[src/rtl/pipe_pkg.sv]
// Shared types and per-boundary widths for the pipeline stage registers.
// Pure declarations: no logic, no latency, no flow control.
package pipe_pkg;

  typedef enum logic [1:0] {
    EMPTY = 2'd0,
    FULL  = 2'd1,
    SKID  = 2'd2
  } pipe_state_e;

  localparam int PIPE_IDEX_DATA_W = 96;
  localparam int PIPE_IDEX_CTRL_W = 16;

  localparam logic [PIPE_IDEX_CTRL_W-1:0] PIPE_CTRL_NOP = '0;

endpackage

[src/rtl/pipe_skid_entry.sv]
// One valid+data+ctrl holding register; clear beats load and forces the control to the bubble value.
// Latency 1 cycle from load to outputs; no flow control of its own, the owner decides load/clear.
module pipe_skid_entry
  import pipe_pkg::*;
#(
  parameter int                DATA_W      = PIPE_IDEX_DATA_W,
  parameter int                CTRL_W      = PIPE_IDEX_CTRL_W,
  parameter logic [CTRL_W-1:0] CTRL_BUBBLE = '0,
  parameter logic [DATA_W-1:0] DATA_RST    = '0
) (
  input  logic              clk,
  input  logic              rst,
  input  logic              load_i,
  input  logic              clear_i,
  input  logic [DATA_W-1:0] data_i,
  input  logic [CTRL_W-1:0] ctrl_i,
  output logic              valid_o,
  output logic [DATA_W-1:0] data_o,
  output logic [CTRL_W-1:0] ctrl_o
);

  logic              valid_q, valid_d;
  logic [DATA_W-1:0] data_q, data_d;
  logic [CTRL_W-1:0] ctrl_q, ctrl_d;

  // Data is left alone on clear so the output bus does not toggle on bubbles.
  always_comb begin
    valid_d = valid_q;
    data_d  = data_q;
    ctrl_d  = ctrl_q;
    if (clear_i) begin
      valid_d = 1'b0;
      ctrl_d  = CTRL_BUBBLE;
    end else if (load_i) begin
      valid_d = 1'b1;
      data_d  = data_i;
      ctrl_d  = ctrl_i;
    end
  end

  always_ff @(posedge clk) begin
    if (!rst) begin
      valid_q <= 1'b0;
      data_q  <= DATA_RST;
      ctrl_q  <= CTRL_BUBBLE;
    end else begin
      valid_q <= valid_d;
      data_q  <= data_d;
      ctrl_q  <= ctrl_d;
    end
  end

  assign valid_o = valid_q;
  assign data_o  = data_q;
  assign ctrl_o  = ctrl_q;

endmodule

[src/rtl/pipe_stage_reg.sv]
// Valid/ready pipeline register, 1-cycle latency, flush inserts a bubble; PIPE_SKID_EN adds a skid entry
// so in_ready is registered (~skid valid), otherwise in_ready = ~out_valid | out_ready combinationally.
module pipe_stage_reg
  import pipe_pkg::*;
#(
  parameter int                DATA_W      = PIPE_IDEX_DATA_W,
  parameter int                CTRL_W      = PIPE_IDEX_CTRL_W,
  parameter logic [CTRL_W-1:0] CTRL_BUBBLE = CTRL_W'(PIPE_CTRL_NOP),
  parameter logic [DATA_W-1:0] DATA_RST    = '0
) (
  input  logic              clk,
  input  logic              rst,
  input  logic              in_valid,
  output logic              in_ready,
  input  logic [DATA_W-1:0] in_data,
  input  logic [CTRL_W-1:0] in_ctrl,
  input  logic              flush,
  output logic              out_valid,
  input  logic              out_ready,
  output logic [DATA_W-1:0] out_data,
  output logic [CTRL_W-1:0] out_ctrl,
  output logic [1:0]        occupancy
);

  pipe_state_e       state;
  logic              rdy_q;
  logic              accept, retire;
  logic              h_vld, h_load, h_clear;
  logic [DATA_W-1:0] h_dat, h_din;
  logic [CTRL_W-1:0] h_ctl, h_cin;
  logic              s_vld;
  logic [DATA_W-1:0] s_dat;
  logic [CTRL_W-1:0] s_ctl;

  // Keeps in_ready low for the first cycle after reset is released.
  always_ff @(posedge clk) begin
    if (!rst) rdy_q <= 1'b0;
    else      rdy_q <= 1'b1;
  end

  assign state  = s_vld ? SKID : (h_vld ? FULL : EMPTY);
  assign accept = in_valid & in_ready;
  assign retire = h_vld & out_ready;

  always_comb begin
    h_load  = 1'b0;
    h_clear = flush;
    h_din   = in_data;
    h_cin   = in_ctrl;
    case (state)
      EMPTY: h_load = accept;
      FULL: begin
        h_load  = accept & retire;
        h_clear = flush | (retire & ~accept);
      end
      SKID: begin
        h_load = retire;
        h_din  = s_dat;
        h_cin  = s_ctl;
      end
      default: h_load = 1'b0;
    endcase
  end

  pipe_skid_entry #(
    .DATA_W(DATA_W), .CTRL_W(CTRL_W), .CTRL_BUBBLE(CTRL_BUBBLE), .DATA_RST(DATA_RST)
  ) u_head (
    .clk(clk), .rst(rst), .load_i(h_load), .clear_i(h_clear),
    .data_i(h_din), .ctrl_i(h_cin),
    .valid_o(h_vld), .data_o(h_dat), .ctrl_o(h_ctl)
  );

`ifdef PIPE_SKID_EN
  logic s_load, s_clear;

  // A beat lands in the skid entry only when the head is held and not draining.
  assign s_load  = (state == FULL) & accept & ~retire;
  assign s_clear = flush | retire;

  pipe_skid_entry #(
    .DATA_W(DATA_W), .CTRL_W(CTRL_W), .CTRL_BUBBLE(CTRL_BUBBLE), .DATA_RST(DATA_RST)
  ) u_skid (
    .clk(clk), .rst(rst), .load_i(s_load), .clear_i(s_clear),
    .data_i(in_data), .ctrl_i(in_ctrl),
    .valid_o(s_vld), .data_o(s_dat), .ctrl_o(s_ctl)
  );

  assign in_ready = rst & rdy_q & ~s_vld;
`else
  assign s_vld    = 1'b0;
  assign s_dat    = DATA_RST;
  assign s_ctl    = CTRL_BUBBLE;
  assign in_ready = rst & rdy_q & (~h_vld | out_ready);
`endif

  assign out_valid = h_vld;
  assign out_data  = h_dat;
  assign out_ctrl  = h_ctl;
  assign occupancy = 2'(h_vld) + 2'(s_vld);

endmodule

[config.mk]
export PLATFORM = sky130hd
export DESIGN_NAME = pipe_stage_reg
export DESIGN_NICKNAME = d
export VERILOG_FILES = /design/src/rtl/pipe_pkg.sv /design/src/rtl/pipe_skid_entry.sv /design/src/rtl/pipe_stage_reg.sv
export SDC_FILE = /design/constraint.sdc
export NUM_CORES = 1
export LEC_CHECK = 0
export BUFFER_PORTS_ARGS = -buffer_cell sky130_fd_sc_hd__buf_2
export CAP_MARGIN = 20
export CORE_ASPECT_RATIO = 0.7
export CORE_MARGIN = 2
export CORE_UTILIZATION = 40
export CTS_BUF_LIST = sky130_fd_sc_hd__clkbuf_16
export CTS_CLUSTER_SIZE = 30
export DETAILED_ROUTE_END_ITERATION = 10
export PLACE_DENSITY = 0.68
export SLEW_MARGIN = 20
export SYNTH_ARGS = -nofsm -noshare
export SYNTH_HDL_FRONTEND = slang
export SYNTH_SLANG_ARGS = --single-unit
[constraint.sdc]
create_clock -name clk -period 3.6 [get_ports clk]
set_input_delay 0.72 -clock clk [delete_from_list [all_inputs] [get_ports clk]]
set_output_delay 0.72 -clock clk [all_outputs]
set_load 0.05 [all_outputs]
# == After elaboration in Yosys (flattened, before gate mapping) ==
# Cells that the tools add are included.
# totals
register_bits,114
latch_bits,0
ramBits,0
mem_bits_ro,0
input_bits,117
out_inout_bits,116
elab_cells,27
memories,0
# op_classes
addsub,0
n_mul,0
n_div,0
order_cmp,0
eq_ne,2
n_shift,0
muxes,6
bitwise_logic,12
reduce_logical,3
# op_table
cell,count
96-bit two-way mux,1
16-bit two-way mux,1
1-bit bitwise AND,6
1-bit NOT,4
1-bit two-way mux,3
1-bit one-hot mux with 3 select lines,1
"1-bit by 2-bit == test with 1-bit output, second input constant",1
2-bit logical NOT,1
1-bit bitwise OR,2
2-bit AND reduction,1
2-bit OR reduction,1
"1-bit == test, second input constant",1

# == Depth between registers and ports, before layout ==
# depth
word_depth,10
depth_mapped,7
mapped_depth_nobuf,3

# == Hierarchy ==
# Synthesis repeated with hierarchy kept, for this count alone.
# unflattened
hier_cells,484
hier_area_um2,4499.3
# by_module_without_submodules
mod,n_inst,cells_each,area_each_um2,seq_area_each_um2
pipe_skid_entry,1,473,4418.0,2262.2
pipe_stage_reg,1,11,81.3,20.0

# == Worst setup path before layout ==
# No wires, ideal clock.
# synth_path
path_kind,input -> output
startpoint,input port rst
endpoint,output port in_ready
arrival_time_ns,1.909
t_required_ns,2.880
path_slack_ns,0.971
path_stages,4
n_path_buf,2
cell_sequence,buf_2 -> nand2_1 -> clkbuf_1 -> nor2_1
# synth_between
elab_chain_len,2
# synth_lines
element,line,text
"start, declared",pipe_stage_reg.sv:12,"input logic rst,"
1-bit bitwise AND (2 in a row),pipe_stage_reg.sv:93,assign in_ready = rst & rdy_q & (~h_vld | out_ready);
"end, declared",pipe_stage_reg.sv:14,"output logic in_ready,"
# Every way passes these cells.

# == Final worst setup path ==
# layout_path
startpoint,register u_head.valid_q (netlist: u_head.valid_o)
endpoint,output port in_ready
# layout_between
elab_chain_len,3
# layout_lines
element,line,text
"start, declared",pipe_skid_entry.sv:22,"logic valid_q, valid_d;"
"start signal, assigned",pipe_skid_entry.sv:47,valid_q <= valid_d;
1-bit NOT,pipe_stage_reg.sv:93,
1-bit bitwise OR,pipe_stage_reg.sv:93,
1-bit bitwise AND,pipe_stage_reg.sv:93,
# Every way passes these cells.

==> results by group <==
Outcome
  • Status: complete, no violations

Worst setup path
  • CP startpoint: u_head.valid_o$_SDFFE_PP0P_
  • CP Class: reg -> out
  • R2r endpoint: u_head.data_o[74]$_SDFFE_PN0P_
  • R2r setup slk: between 1500 and 2000 ps
  • CP max FO: 18
  • R2r startpoint: rdy_q$_DFF_P_
  • Worst setup endpoint: in_ready
  • Startpoint Class: flip-flop
  • Reg2reg path depth: 5
  • CP endpoint kind: output port
  • Critical Path AT: 1540 ps
  • WP data required: 2880 ps

Die
  • Core Area: between 0.01 and 0.015 mm²
  • Die height: slightly above 90 µm
  • Initial Util: between 40 and 50%
  • Core Rows: 32
  • Die X: 131 µm
  • IO Pins: 233
  • DIE AREA: 0.0122 mm²

Route
  • Drt wl/cell: 12.8 µm
  • Post-route antenna net violation count: 0
  • Via Count: 4055
  • Drt initial violations: 128
  • Total Wirelength: between 10 and 15 mm
  • # DRC: 0
  • Via-per-instance ratio: 4.58
  • Initial DRT Pass Iterations: 4

Final layout
  • Register area: about 0.0023 mm²
  • Finished Cell Area: 0.00637 mm²
  • Area occupied by multi-input gates: approximately 0.0017 mm²
  • Diode count: 0
  • Layout cells sized above 1: 36.2%
  • Nets: 836
  • Layout fillers: 1018
  • Synthesis-to-layout area growth: 40.7%

Placement
  • Placed Instance Area: between 0.005 and 0.006 mm²
  • DP HPWL: 8.06 mm
  • Routability cong.: just under 0.8
  • Port Buffer Count: about 230

Synth
  • Synthesized area: 0.00453 mm²
  • Yosys warning count: 0
  • Largest family of logic cells by synthesized area: multiplexers
  • Synth area leader: dfxtp_1
  • Xor/xnor share of the synthesized area: 0%
  • Largest cells by area after synthesis: dfxtp_1, mux2i_1, nand2_1
  • Unique masters post-synth: 19
  • Post-Syn Instances: 498
  • Syn Area/Cell: ~9.1 µm²
  • Post-synthesis sequential area ratio: 50.4%
  • Synth Area in Compound Gates: 4.72%
  • Net Count, Synth: 615
  • Post-synthesis mux area share: 21.2%
  • Synth top area share: 50.4%
  • Adder-Cell Fraction of Synth Area: 0%
  • Post-Synth Simple-Gate Area: 11.2%
  • FF+latch count, synth: 114

Power
  • Pint: ~2700 µW
  • Switch share: a little under a quarter
  • Pleak: 0.00395 µW
  • Clock Power Share: 51.8%
  • Logic pwr share: a little over a tenth
  • P per Cell Area: approximately 560 mW/mm²
  • Net switching power: about 850 µW
  • Flop pwr share: approximately 37%
  • Peak supply drop: 0.391 mV

Clock network
  • Hold Buf Count CTS: 0
  • CTS clk-pin slew, worst paths: 50 ps
  • TritonCTS buffer count: 17
  • Bufs on Longest Clock Path: 2
  • Post-CTS setup buffers: 0
  • Clock Sinks: approximately 110
  • CTS tree: built
  • H-tree depth: 4
  • Clock Tree Root: clkbuf_16
  • # resized after CTS: 0
  • Clk_lat worst skew: 400 ps

STA
  • Tmin final: about 2300 ps
  • Final setup violation count: 0
  • Slew Viols, Final: 0
  • Post-Route Skew: about 7.3 ps
  • Worst-Margin Slew: just over 900 ps
  • Setup TNS: 0 ps
  • Crit share post-route: 62.9%
  • Fmax: 442 MHz
  • RSZ-0062 raised after global routing: no
  • Final hold vios: 0
  • Max_slew headroom: 39.3%

Flow run
  • Number of max-cap violations: 0

GRT
  • Initial antenna violation count: 0
  • Largest net degree at the start of global routing: 58
  • Vias in the first global route: 3991
  • First-pass GRT wire length: 18.1 mm
  • Total gr overflow: 0
  • GRT Overall Usage: between 15 and 20%

Worst hold path
  • HP Class: reg -> reg
  • Hold path depth: 2
layer usage:
layer  global-route usage, %  wire (µm)  vias to the layer above  share of wire (%)
met2                    30.2       5340                      168                 47
met4                    6.88         72                        0               0.64
met1                    21.2       4820                     1861                 43
met5                       0          0                        -                  0
met3                    8.62       1100                        6                9.7
li1                        -          -                     2020                  -
power by group through the flow:
stage	clock [µW]	sequential, µW	combinational, µW
finish	1840	1330	384
global route	1930	1330	411
global placement	0	1350	379
detailed placement	0	1350	385
floorplan	0	1500	114
CTS	1880	1330	387
area by class of cell:
| cell class | instances | area share (%) |
|---|---|---|
| Inverter | 97 | 5.71 |
| Multi-Input combinational cell | 252 | 26.5 |
| Clock inverter | 15 | 3.45 |
| Timing Repair Buffer | 237 | 18.8 |
| Clock buffer | 17 | 6.67 |
| Sequential cell | 114 | 35.8 |
| Tap cell | 153 | 3.00 |
logic make-up (layout without fill, tap and decap cells):
| kind of cell | count (synthesis) | after routing |
|---|---|---|
| other cells | 1 | 1 |
| mux | 96 | 96 |
| buf+inv | 132 | 366 |
| simple gates | 121 | 121 |
| flops | 114 | 114 |
| compound gates | 34 | 34 |
worst min-delay path by stage:
stage / to / from
floorplan: u_head.data_o[0]$_SDFFE_PN0P_ / u_head.data_o[0]$_SDFFE_PN0P_
global placement: u_head.data_o[57]$_SDFFE_PN0P_ / u_head.data_o[57]$_SDFFE_PN0P_
detailed placement: u_head.data_o[7]$_SDFFE_PN0P_ / u_head.data_o[7]$_SDFFE_PN0P_
CTS: u_head.data_o[88]$_SDFFE_PN0P_ / u_head.data_o[88]$_SDFFE_PN0P_
global route: u_head.data_o[58]$_SDFFE_PN0P_ / u_head.data_o[58]$_SDFFE_PN0P_
finish: u_head.data_o[88]$_SDFFE_PN0P_ / u_head.data_o[88]$_SDFFE_PN0P_
flip-flops by register name, summed over array words and instances (netlist names):
signal          cells
u_head.data_o      96
u_head.ctrl_o      16
rdy_q               1
u_head.valid_o      1
stage by stage:
stage / hold slack (ps) / power [µW] / setup WS, ps / util, % / instances
2_1_floorplan: 677 / 1610 / 971 / - / 498
3_3_place_gp: 441 / 1730 / 1030 / 52.0 / 853
3_5_place_dp: 448 / 1740 / 1000 / 52.0 / 853
4_1_cts: 454 / 3590 / 1330 / 57.9 / 885
5_1_grt: 474 / 3670 / 1230 / 57.9 / 885
6_report: 450 / 3550 / 1340 / 57.9 / 885
placed cells by master (no fill, tap or decap), types with 2 or more instances in the layout:
| master | n |
|---|---|
| mux2i_1 | 96 |
| clkinv_1 | 5 |
| nor2_1 | 2 |
| buf_4 | 6 |
| nand2_1 | 98 |
| nand2b_1 | 2 |
| bufinv_16 | 6 |
| inv_1 | 97 |
| o31ai_1 | 16 |
| nand4_1 | 16 |
| buf_2 | 231 |
| clkbuf_16 | 17 |
| a21oi_1 | 17 |
| clkinv_2 | 2 |
| dfxtp_1 | 114 |
synth_stat cells:
library cell	number
inv_2	1
mux2i_1	96
nand2_1	98
o31ai_1	16
nand2b_1	2
or4_1	1
nor2b_1	1
dfxtp_1	114
a31o_1	1
buf_4	3
nor2_1	2
clkbuf_1	19
and2_1	1
nand4_1	16
a21oi_1	17
inv_1	96
buf_6	6
buf_2	7
conb_1	1
worst max-delay path, cell delays in order (launching register included):
cell     delay [ps]
dfxtp_1         400
nor2b_1         190
buf_4           260
nor2_1           80
buf_2           210
(Power assumes the default switching activity.)
